===== config.mk =====
export PLATFORM = sky130hd
export DESIGN_NAME = mem_arbiter
export DESIGN_NICKNAME = d
export VERILOG_FILES = /design/src/rtl/mem_arb_defs_pkg.sv /design/src/rtl/mem_arb_select.sv /design/src/rtl/mem_arbiter.sv
export SDC_FILE = /design/constraint.sdc
export NUM_CORES = 1
export LEC_CHECK = 0
export ABC_AREA = 1
export CAP_MARGIN = 20
export CORE_ASPECT_RATIO = 1.4
export CORE_MARGIN = 4
export CORE_UTILIZATION = 40
export CTS_CLUSTER_SIZE = 8
export DETAILED_ROUTE_END_ITERATION = 10
export GPL_ROUTABILITY_DRIVEN = 0
export GPL_TIMING_DRIVEN = 0
export PLACE_DENSITY_LB_ADDON = 0.12
export SLEW_MARGIN = 20
export SYNTH_ARGS = -nofsm -noshare
export SYNTH_HDL_FRONTEND = slang
export SYNTH_HIERARCHICAL = 1
export SYNTH_SLANG_ARGS = --single-unit

===== constraint.sdc =====
create_clock -name clk -period 2.69 [get_ports clk]
set_clock_uncertainty 0.1 [all_clocks]
set_input_delay 0.4035 -clock clk [delete_from_list [all_inputs] [get_ports clk]]
set_output_delay 0.4035 -clock clk [all_outputs]
set_load 0.05 [all_outputs]

===== src/rtl/mem_arb_defs_pkg.sv =====
// Shared definitions for the memory arbiter: state codes, port tags and the
// burst counter width helper.
package mem_arb_defs;

  typedef enum logic [1:0] {
    ARB_IDLE  = 2'd0,
    ARB_OWN_A = 2'd1,
    ARB_OWN_B = 2'd2
  } arb_state_e;

  localparam logic TAG_A = 1'b0;
  localparam logic TAG_B = 1'b1;

  function automatic int burst_cnt_w(input int max_burst);
    return $clog2(max_burst) + 1;
  endfunction

endpackage


===== src/rtl/mem_arb_select.sv =====
// Combinational winner / next-state / burst-count logic for mem_arbiter.
// Build option MEM_ARB_RR_EN selects strict round-robin on contested cycles.
module mem_arb_select
  import mem_arb_defs::*;
`ifndef MEM_ARB_RR_EN
#(
  parameter int MAX_BURST = 4,
  parameter int CW        = burst_cnt_w(MAX_BURST)
)
`endif
(
  input  arb_state_e     state,
`ifndef MEM_ARB_RR_EN
  input  logic [CW-1:0]  cnt,
  output logic [CW-1:0]  cnt_next,
`endif
  input  logic           a_req,
  input  logic           b_req,
  output logic           grant_a,
  output logic           grant_b,
  output arb_state_e     state_next
);

`ifndef MEM_ARB_RR_EN
  localparam logic [CW-1:0] MAX_CNT = CW'(MAX_BURST);
  logic [CW-1:0] cnt_inc;

  // Saturating re-grant count; it only matters while the other port waits.
  assign cnt_inc = (cnt == MAX_CNT) ? cnt : cnt + CW'(1);
`endif

  always_comb begin
    grant_a    = 1'b0;
    grant_b    = 1'b0;
    state_next = ARB_IDLE;
`ifndef MEM_ARB_RR_EN
    cnt_next   = '0;
`endif
    if (a_req && !b_req) begin
      grant_a = 1'b1;
    end else if (b_req && !a_req) begin
      grant_b = 1'b1;
    end else if (a_req && b_req) begin
`ifdef MEM_ARB_RR_EN
      if (state == ARB_OWN_A) grant_b = 1'b1;
      else                    grant_a = 1'b1;
`else
      case (state)
        ARB_OWN_A: if (cnt == MAX_CNT) grant_b = 1'b1; else grant_a = 1'b1;
        ARB_OWN_B: if (cnt == MAX_CNT) grant_a = 1'b1; else grant_b = 1'b1;
        default:   grant_a = 1'b1;
      endcase
`endif
    end

    if (grant_a) begin
      state_next = ARB_OWN_A;
`ifndef MEM_ARB_RR_EN
      cnt_next   = (state == ARB_OWN_A) ? cnt_inc : CW'(1);
`endif
    end else if (grant_b) begin
      state_next = ARB_OWN_B;
`ifndef MEM_ARB_RR_EN
      cnt_next   = (state == ARB_OWN_B) ? cnt_inc : CW'(1);
`endif
    end
  end

endmodule


===== src/rtl/mem_arbiter.sv =====
// Two-port arbiter in front of a single-port synchronous memory.
// Define MEM_ARB_RR_EN for round-robin; default is owner priority with MAX_BURST.
module mem_arbiter
  import mem_arb_defs::*;
#(
  parameter int ADDR_LEN  = 8,
  parameter int WORD_LEN  = 8,
  parameter int MAX_BURST = 4
) (
  input  logic                clk,
  input  logic                rstn,
  input  logic                a_req,
  input  logic                a_we,
  input  logic [ADDR_LEN-1:0] a_addr,
  input  logic [WORD_LEN-1:0] a_wdata,
  output logic                a_ack,
  output logic [WORD_LEN-1:0] a_rdata,
  output logic                a_rvalid,
  input  logic                b_req,
  input  logic                b_we,
  input  logic [ADDR_LEN-1:0] b_addr,
  input  logic [WORD_LEN-1:0] b_wdata,
  output logic                b_ack,
  output logic [WORD_LEN-1:0] b_rdata,
  output logic                b_rvalid,
  output logic [ADDR_LEN-1:0] mem_addr,
  output logic                mem_r_en,
  output logic                mem_w_en,
  output logic [WORD_LEN-1:0] mem_data_in,
  input  logic [WORD_LEN-1:0] mem_data_out
);

  // Handshake: a requester holds req with a stable command until it sees ack
  // high in the same cycle; that cycle the command is accepted and the
  // requester may change or drop it from the next cycle on. Dropping req
  // before ack withdraws the request with no side effect.

  arb_state_e state, state_next;
  logic       grant_a, grant_b;
  logic       rd_tag, rv_pend, rv_tag;

`ifndef MEM_ARB_RR_EN
  localparam int CW = burst_cnt_w(MAX_BURST);
  logic [CW-1:0] cnt, cnt_next;

  mem_arb_select #(.MAX_BURST(MAX_BURST), .CW(CW)) u_select (
    .state      (state),
    .cnt        (cnt),
    .cnt_next   (cnt_next),
    .a_req      (a_req),
    .b_req      (b_req),
    .grant_a    (grant_a),
    .grant_b    (grant_b),
    .state_next (state_next)
  );

  always_ff @(posedge clk or negedge rstn) begin
    if (!rstn) cnt <= '0;
    else       cnt <= cnt_next;
  end
`else
  mem_arb_select u_select (
    .state      (state),
    .a_req      (a_req),
    .b_req      (b_req),
    .grant_a    (grant_a),
    .grant_b    (grant_b),
    .state_next (state_next)
  );
`endif

  always_ff @(posedge clk or negedge rstn) begin
    if (!rstn) state <= ARB_IDLE;
    else       state <= state_next;
  end

  assign a_ack = grant_a & rstn;
  assign b_ack = grant_b & rstn;

  // Command register drives the memory bus one cycle after ack; the read tag
  // travels one stage further so rvalid lines up with mem_data_out.
  always_ff @(posedge clk or negedge rstn) begin
    if (!rstn) begin
      mem_addr    <= '0;
      mem_data_in <= '0;
      mem_r_en    <= 1'b0;
      mem_w_en    <= 1'b0;
      rd_tag      <= TAG_A;
      rv_pend     <= 1'b0;
      rv_tag      <= TAG_A;
    end else begin
      mem_r_en <= 1'b0;
      mem_w_en <= 1'b0;
      if (grant_a) begin
        mem_addr    <= a_addr;
        mem_data_in <= a_wdata;
        mem_r_en    <= ~a_we;
        mem_w_en    <= a_we;
        rd_tag      <= TAG_A;
      end else if (grant_b) begin
        mem_addr    <= b_addr;
        mem_data_in <= b_wdata;
        mem_r_en    <= ~b_we;
        mem_w_en    <= b_we;
        rd_tag      <= TAG_B;
      end
      rv_pend <= mem_r_en;
      rv_tag  <= rd_tag;
    end
  end

  assign a_rvalid = rv_pend & (rv_tag == TAG_A);
  assign b_rvalid = rv_pend & (rv_tag == TAG_B);
  assign a_rdata  = mem_data_out;
  assign b_rdata  = mem_data_out;

endmodule


==> results.py, run 1 <==
metrics = {
    "synthesis": {
        "synth_most_common_cell": "nand2_1",
        "yosysTopAreaCell": "dfrtp_1",
        "seq_area_frac_synth": 0.436,
        "syn_area_um2": 1490,
        "yosys.area.top_type_share": 0.436,
        "ys.flop_type": "dfrtp_1",
        "avgSynthCellArea_um2": 8.21,
        "yosys_warnings": 6,
        "syn-num-nets": 234,
        "synth_cells": 182,
        "synthTopCellsByArea": "dfrtp_1 (44%), nand3_1 (14%), nand2_1 (12%)",
        "ys_types": 17,
        "async_reset_ff_frac": 1.00,
        "synth_common_cells": "nand2_1 (48), nand3_1 (43), dfrtp_1 (26)",
        "ys_ff_latch": 26,
        "synth_edf_count": 0,
    },
    "run": {
        "maxCapViolCount": 0,
    },
    "drt": {
        "via_per_inst": 4.59,
        "dr.first_iter.drc_count": 39,
        "postRouteAntennaNets": 0,
        "wire_per_inst_um": 11.8,
        "wl_um": 3580,
        "drc": 0,
        "num_vias": 1394,
        "dr.pass1.iters": 4,
    },
    "placement": {
        "post-dp-hpwl_um": 2860,
        "port_buffers": 75,
        "dp_cells": 299,
    },
    "cells_and_area": {
        "syn_to_final_growth_pct": 58.4,
        "drive_gt1_frac": 0.156,
        "antenna_cells": 0,
        "nNetsFinal": 315,
        "postLayoutCoreUtil": 0.655,
        "stdcell_count": 304,
    },
    "die": {
        "dieWidth_um": 59.7,
        "core_area_um2": 3610,
        "dieArea_um2": 4790,
        "start_util": 0.414,
        "boundaryPins": 84,
        "die_y_um": 80.3,
        "fp-row-count": 26,
    },
    "worst_setup_path": {
        "slowest_stage": "dfrtp_1",
        "crit_type": "reg -> out",
        "required_ns": 2.19,
        "path_buf_inv": 6,
        "start_kind": "register",
        "path_delay_family": "buffers and inverters",
        "cp_cell_sequence": "inv_1 > ha_1 > nor2_1 > nand3_2 > nand2_4 > inv_4 > buf_6 > buf_8 > nand2_1 > inv_1 > buf_4",
        "crit_path_max_incr_delay_ns": 0.39,
        "crit_top_cell": "inv_1",
        "crit_arrival_ns": 2.04,
        "end_kind": "primary output",
        "critical_path.max_fanout": 10,
    },
    "pwr": {
        "total_power_w": 0.00132,
        "peakVddDrop_mv": 0.346,
        "power.density_nw_per_um2": 556,
        "p_leak_nw": 1.16,
    },
    "clocking": {
        "clock-root-buffer": "clkbuf_8",
        "cts-buffers-inserted": 3,
        "clkSinkCount": 26,
        "cts.clk_slew.worst_paths_ns": 0.09,
        "clk_path_buf_depth": 2,
        "hold_buffers": 0,
        "h-tree-depth": 1,
        "cts_tree": "yes",
        "clock_latency_ns": 0.28,
    },
    "sta": {
        "rsz0062_at_grt": "no",
        "fmax_mhz": 393,
        "layout_worst_path_cycle_share": 0.946,
        "setup_violations": 0,
        "final.min_clock_period_ns": 2.55,
        "slew_headroom": 0.597,
        "finalMaxSlewViolations": 0,
        "tns_ns": 0,
        "hold_viol": 0,
        "worst_slew_pin_slew_ns": 0.604,
    },
    "outcome": {
        "status": "completed",
    },
    "grt": {
        "grt_max_degree": 29,
        "grt_pass1_vias": 1339,
        "grt_antenna_before_repair": 0,
        "overflow": 0,
        "grt_pass1_wl_um": 5860,
        "grt_usage": 0.161,
    },
    "hold_path": {
        "hold_class": "in -> async",
    },
}
-- metal layers --
metal / global-route usage / vias to the layer above / routed length, µm
li1: - / 718 / -
met1: 0.178 / 630 / 1370
met2: 0.267 / 41 / 1810
met3: 0.0611 / 5 / 335
met4: 0.0710 / 0 / 64
met5: 0 / - / 0
-- where the power goes --
group          switching (W)  total, W  internal [W]
clock network       0.000132  0.000331      0.000199
registers          0.0000258  0.000463      0.000438
logic               0.000316  0.000521      0.000205
-- layout make-up --
type                            count  area [µm²]
Fill cell                         335        1240
Clock buffer                        3        41.3
Tap cell                           42        52.6
Timing Repair Buffer               76         746
Sequential cell                    26         651
Inverter                           20        77.6
Clock inverter                      1        30.0
Buffer                             23         191
Multi-Input combinational cell    113         577
-- cell usage in the layout (no fill, tap or decap) --
cell	Yosys	routed
inv_2	2	1
clkbuf_8	0	3
nand3_2	2	2
nor2_4	1	1
nand4_1	2	2
buf_2	0	2
nand3_1	43	43
nor2_1	4	4
buf_8	1	1
ha_1	6	6
dfrtp_1	26	26
or2_1	1	1
buf_6	3	3
bufinv_16	0	1
clkdlybuf4s50_1	0	72
buf_4	19	21
nand2_4	1	1
nand2_2	4	4
o21ai_0	1	1
inv_4	0	1
inv_1	18	18
nand2_1	48	48
-- final timing paths --
| check | startpoint | to | slack, ns | depth (start not counted) |
|---|---|---|---|---|
| worst max-delay path | state[0] | a_ack | 0.14 | 11 |
| worst min-delay path | rstn | cnt[2] | 0.02 | 1 |
| worst max register to register | state[0] | mem_addr[4] | 0.83 | 10 |
| worst min register to register | rd_tag | rv_tag | 0.28 | 0 |
| max in group asynchronous | rstn | mem_addr[7] | 2.08 | 1 |
| min in group clk | rd_tag | rv_tag | 0.28 | 0 |
-- cell families (layout without fill, tap and decap cells) --
family / count (synthesis) / in the layout / share of synthesized area
AOI/OAI and AO/OA: 1 / 1 / 0.00335
adders and majority gates: 6 / 6 / 0.0502
buffers and inverters: 43 / 123 / 0.178
DFF: 26 / 26 / 0.436
and+or+nand+nor: 106 / 106 / 0.332
-- sequential cells by signal, summed over array words and instances (netlist names) --
register     cells
mem_addr         8
mem_data_in      8
cnt              3
state            2
mem_r_en         1
mem_w_en         1
rd_tag           1
rv_pend          1
rv_tag           1
-- through the flow --
stage               hold slack [ns]  setup WS [ns]  area, µm²
detailed placement            0.262         -0.340       2290
floorplan                   0.00791          0.542       1490
finish                       0.0192          0.144       2370
global route                 0.0780         0.0116       2370
global placement              0.259         -0.592       2300
CTS                          0.0484         0.0320       2360
-- timing repair --
action                                  in CTS  in global routing
endpoints found under the hold margin        0                  0
buffers inserted                             0                  1
gates resized for setup                      8                  5
endpoints found under the setup margin       2                  2
Power figures use the tool's default switching activity.
==> inputs of run 2 (changes only) <==
--- a/config.mk
+++ b/config.mk
@@ -8,9 +8,9 @@
 export ABC_AREA = 1
 export CAP_MARGIN = 20
 export CORE_ASPECT_RATIO = 1.4
-export CORE_MARGIN = 4
+export CORE_MARGIN = 3
 export CORE_UTILIZATION = 40
-export CTS_CLUSTER_SIZE = 8
+export CTS_CLUSTER_SIZE = 14
 export DETAILED_ROUTE_END_ITERATION = 10
 export GPL_ROUTABILITY_DRIVEN = 0
 export GPL_TIMING_DRIVEN = 0
==> run 2 against run 1 <==
Cell area fell by 1.1%. Combinational power barely moved. Setup slack improved by 0.039 ns. Core utilization rose by 1.9 points. Register-to-register slack improved by 0.05 ns. Critical path type unchanged. Largest cell class unchanged.
==> results.py, run 2 (same netlist as run 1, synthesis figures left out) <==
metrics = {
    "clocking": {
        "hold_buffers": 0,
        "cts-buffers-inserted": 3,
        "clk_path_buf_depth": 2,
        "clock_latency_ns": 0.26,
        "cts_tree": "yes",
        "cts.clk_slew.worst_paths_ns": 0.09,
        "clkSinkCount": 26,
        "h-tree-depth": 1,
        "clock-root-buffer": "clkbuf_8",
        "post_cts_buffers": 0,
    },
    "worst_setup_path": {
        "end_kind": "primary output",
        "path_delay_family": "buffers and inverters",
        "critical_path.max_fanout": 10,
        "slowest_stage": "dfrtp_1",
        "crit_path_max_incr_delay_ns": 0.37,
        "crit_type": "reg -> out",
        "crit_arrival_ns": 2.00,
        "path_buf_inv": 6,
        "cp_cell_sequence": "inv_1 > ha_1 > nand2_2 > nand2_2 > nand3_2 > nand2_4 > inv_4 > buf_6 > buf_8 > nand2_1 > inv_1 > buf_4",
        "start_kind": "register",
        "required_ns": 2.19,
    },
    "placement": {
        "dp_slack_ns": -0.321,
        "post_dp_cell_area_um2": 2290,
        "port_buffers": 75,
        "post-dp-hpwl_um": 2910,
        "dp_cells": 297,
    },
    "die": {
        "boundaryPins": 84,
        "start_util": 0.430,
        "dieWidth_um": 57.7,
        "dieArea_um2": 4510,
        "fp-row-count": 25,
        "die_y_um": 78.3,
        "core_area_um2": 3470,
    },
    "pwr": {
        "total_power_w": 0.00123,
        "peakVddDrop_mv": 0.389,
        "p_leak_nw": 1.15,
        "power.density_nw_per_um2": 525,
    },
    "cells_and_area": {
        "nNetsFinal": 314,
        "layout_common_cells": "clkdlybuf4s50_1 (72), nand2_1 (48), nand3_1 (43)",
        "syn_to_final_growth_pct": 56.6,
        "post-route-cell-area_um2": 2340,
        "postLayoutCoreUtil": 0.674,
        "antenna_cells": 0,
        "final_common_cell": "clkdlybuf4s50_1",
        "top_regs": "mem_addr x8, mem_data_in x8, cnt x3",
        "drive_gt1_frac": 0.153,
        "stdcell_count": 301,
        "fill_cells": 297,
    },
    "sta": {
        "layout_worst_path_cycle_share": 0.932,
        "hold_viol": 0,
        "setup_violations": 0,
        "worst_slew_pin_slew_ns": 0.599,
        "rsz0062_at_grt": "no",
        "finalMaxSlewViolations": 0,
        "slew_headroom": 0.601,
        "fmax_mhz": 399,
        "worst_slack_ns": 0.183,
        "final.min_clock_period_ns": 2.51,
    },
    "drt": {
        "wire_per_inst_um": 11.8,
        "num_vias": 1370,
        "dr.first_iter.drc_count": 18,
        "dr.pass1.iters": 6,
        "via_per_inst": 4.55,
        "wl_um": 3550,
        "drc": 0,
        "postRouteAntennaNets": 0,
    },
    "grt": {
        "overflow": 0,
        "grt_antenna_before_repair": 0,
        "grt_pass1_wl_um": 5910,
        "grt_pass1_vias": 1376,
        "grt_usage": 0.165,
        "grt_max_degree": 29,
    },
    "run": {
        "maxCapViolCount": 0,
    },
    "hold_path": {
        "hold_class": "in -> async",
    },
    "outcome": {
        "status": "completed",
    },
}
==> run 2: changes by cell type in the layout (fill, tap and decap cells not counted) <==
cell and delta:
bufinv_16 -1, buf_4 -1, clkbuf_8 +1
==> run 2: final timing paths <==
check | from | to | slack (ns) | cells past startpoint
min in group clk | rd_tag | rv_tag | 0.29 | 0
min | rstn | mem_addr[4] | 0.03 | 1
max in group asynchronous | rstn | cnt[0] | 2.06 | 1
min reg2reg | rd_tag | rv_tag | 0.29 | 0
max reg2reg | state[0] | mem_addr[1] | 0.88 | 10
max | cnt[0] | a_ack | 0.18 | 12
==> run 2: per-stage QoR <==
stage,hold WS (ns),TNS [ns]
final,0.0344,0
after global routing,0.0753,0
after CTS,0.0525,0
after detailed placement,0.270,-0.621
after global placement,0.269,-1.16
after floorplan,0.00791,0
==> run 2: area by class of cell <==
cell class	instances	area [µm²]	share of cell area
Buffer	23	191	0.0818
Clock buffer	4	55.1	0.0235
Inverter	20	77.6	0.0332
Multi-Input combinational cell	113	577	0.247
Sequential cell	26	651	0.278
Tap cell	40	50.0	0.0214
Timing Repair Buffer	75	738	0.316
==> run 2: power breakdown <==
group | switching, W | total (W) | internal [W] | leakage [nW]
clock network | 0.000115 | 0.000246 | 0.000131 | 0.0288
registers | 0.0000270 | 0.000465 | 0.000438 | 0.324
logic | 0.000316 | 0.000519 | 0.000203 | 0.793
==> run 2: layer usage <==
layer | up-vias | share of wire | track usage
met4 | 0 | 0.0048 | 0.0418
met2 | 36 | 0.56 | 0.314
met1 | 616 | 0.36 | 0.170
met3 | 2 | 0.072 | 0.0477
met5 | - | 0 | 0
li1 | 716 | - | -
==> run 2: worst register-to-register path, cell delays in order (launching register included) <==
cell	delay, ns
dfrtp_1	0.38
inv_1	0.07
ha_1	0.29
nor2_1	0.13
nand3_2	0.13
nand2_4	0.11
inv_4	0.06
nor2_4	0.19
buf_6	0.17
nand2_1	0.06
nand3_1	0.07
==> run 2: what timing repair did <==
| item | CTS | global route |
|---|---|---|
| cloned | 0 | 0 |
| setup endpoints to repair | 2 | 2 |
| gates resized for setup | 8 | 5 |
==> inputs of run 3 (changes only) <==
--- a/config.mk
+++ b/config.mk
@@ -10,6 +10,7 @@
 export CORE_ASPECT_RATIO = 1.4
 export CORE_MARGIN = 3
 export CORE_UTILIZATION = 40
+export CTS_CLUSTER_DIAMETER = 80
 export CTS_CLUSTER_SIZE = 14
 export DETAILED_ROUTE_END_ITERATION = 10
 export GPL_ROUTABILITY_DRIVEN = 0
==> results of run 3 <==
The final DEF is identical to that of run 2; final timing and power are the same.
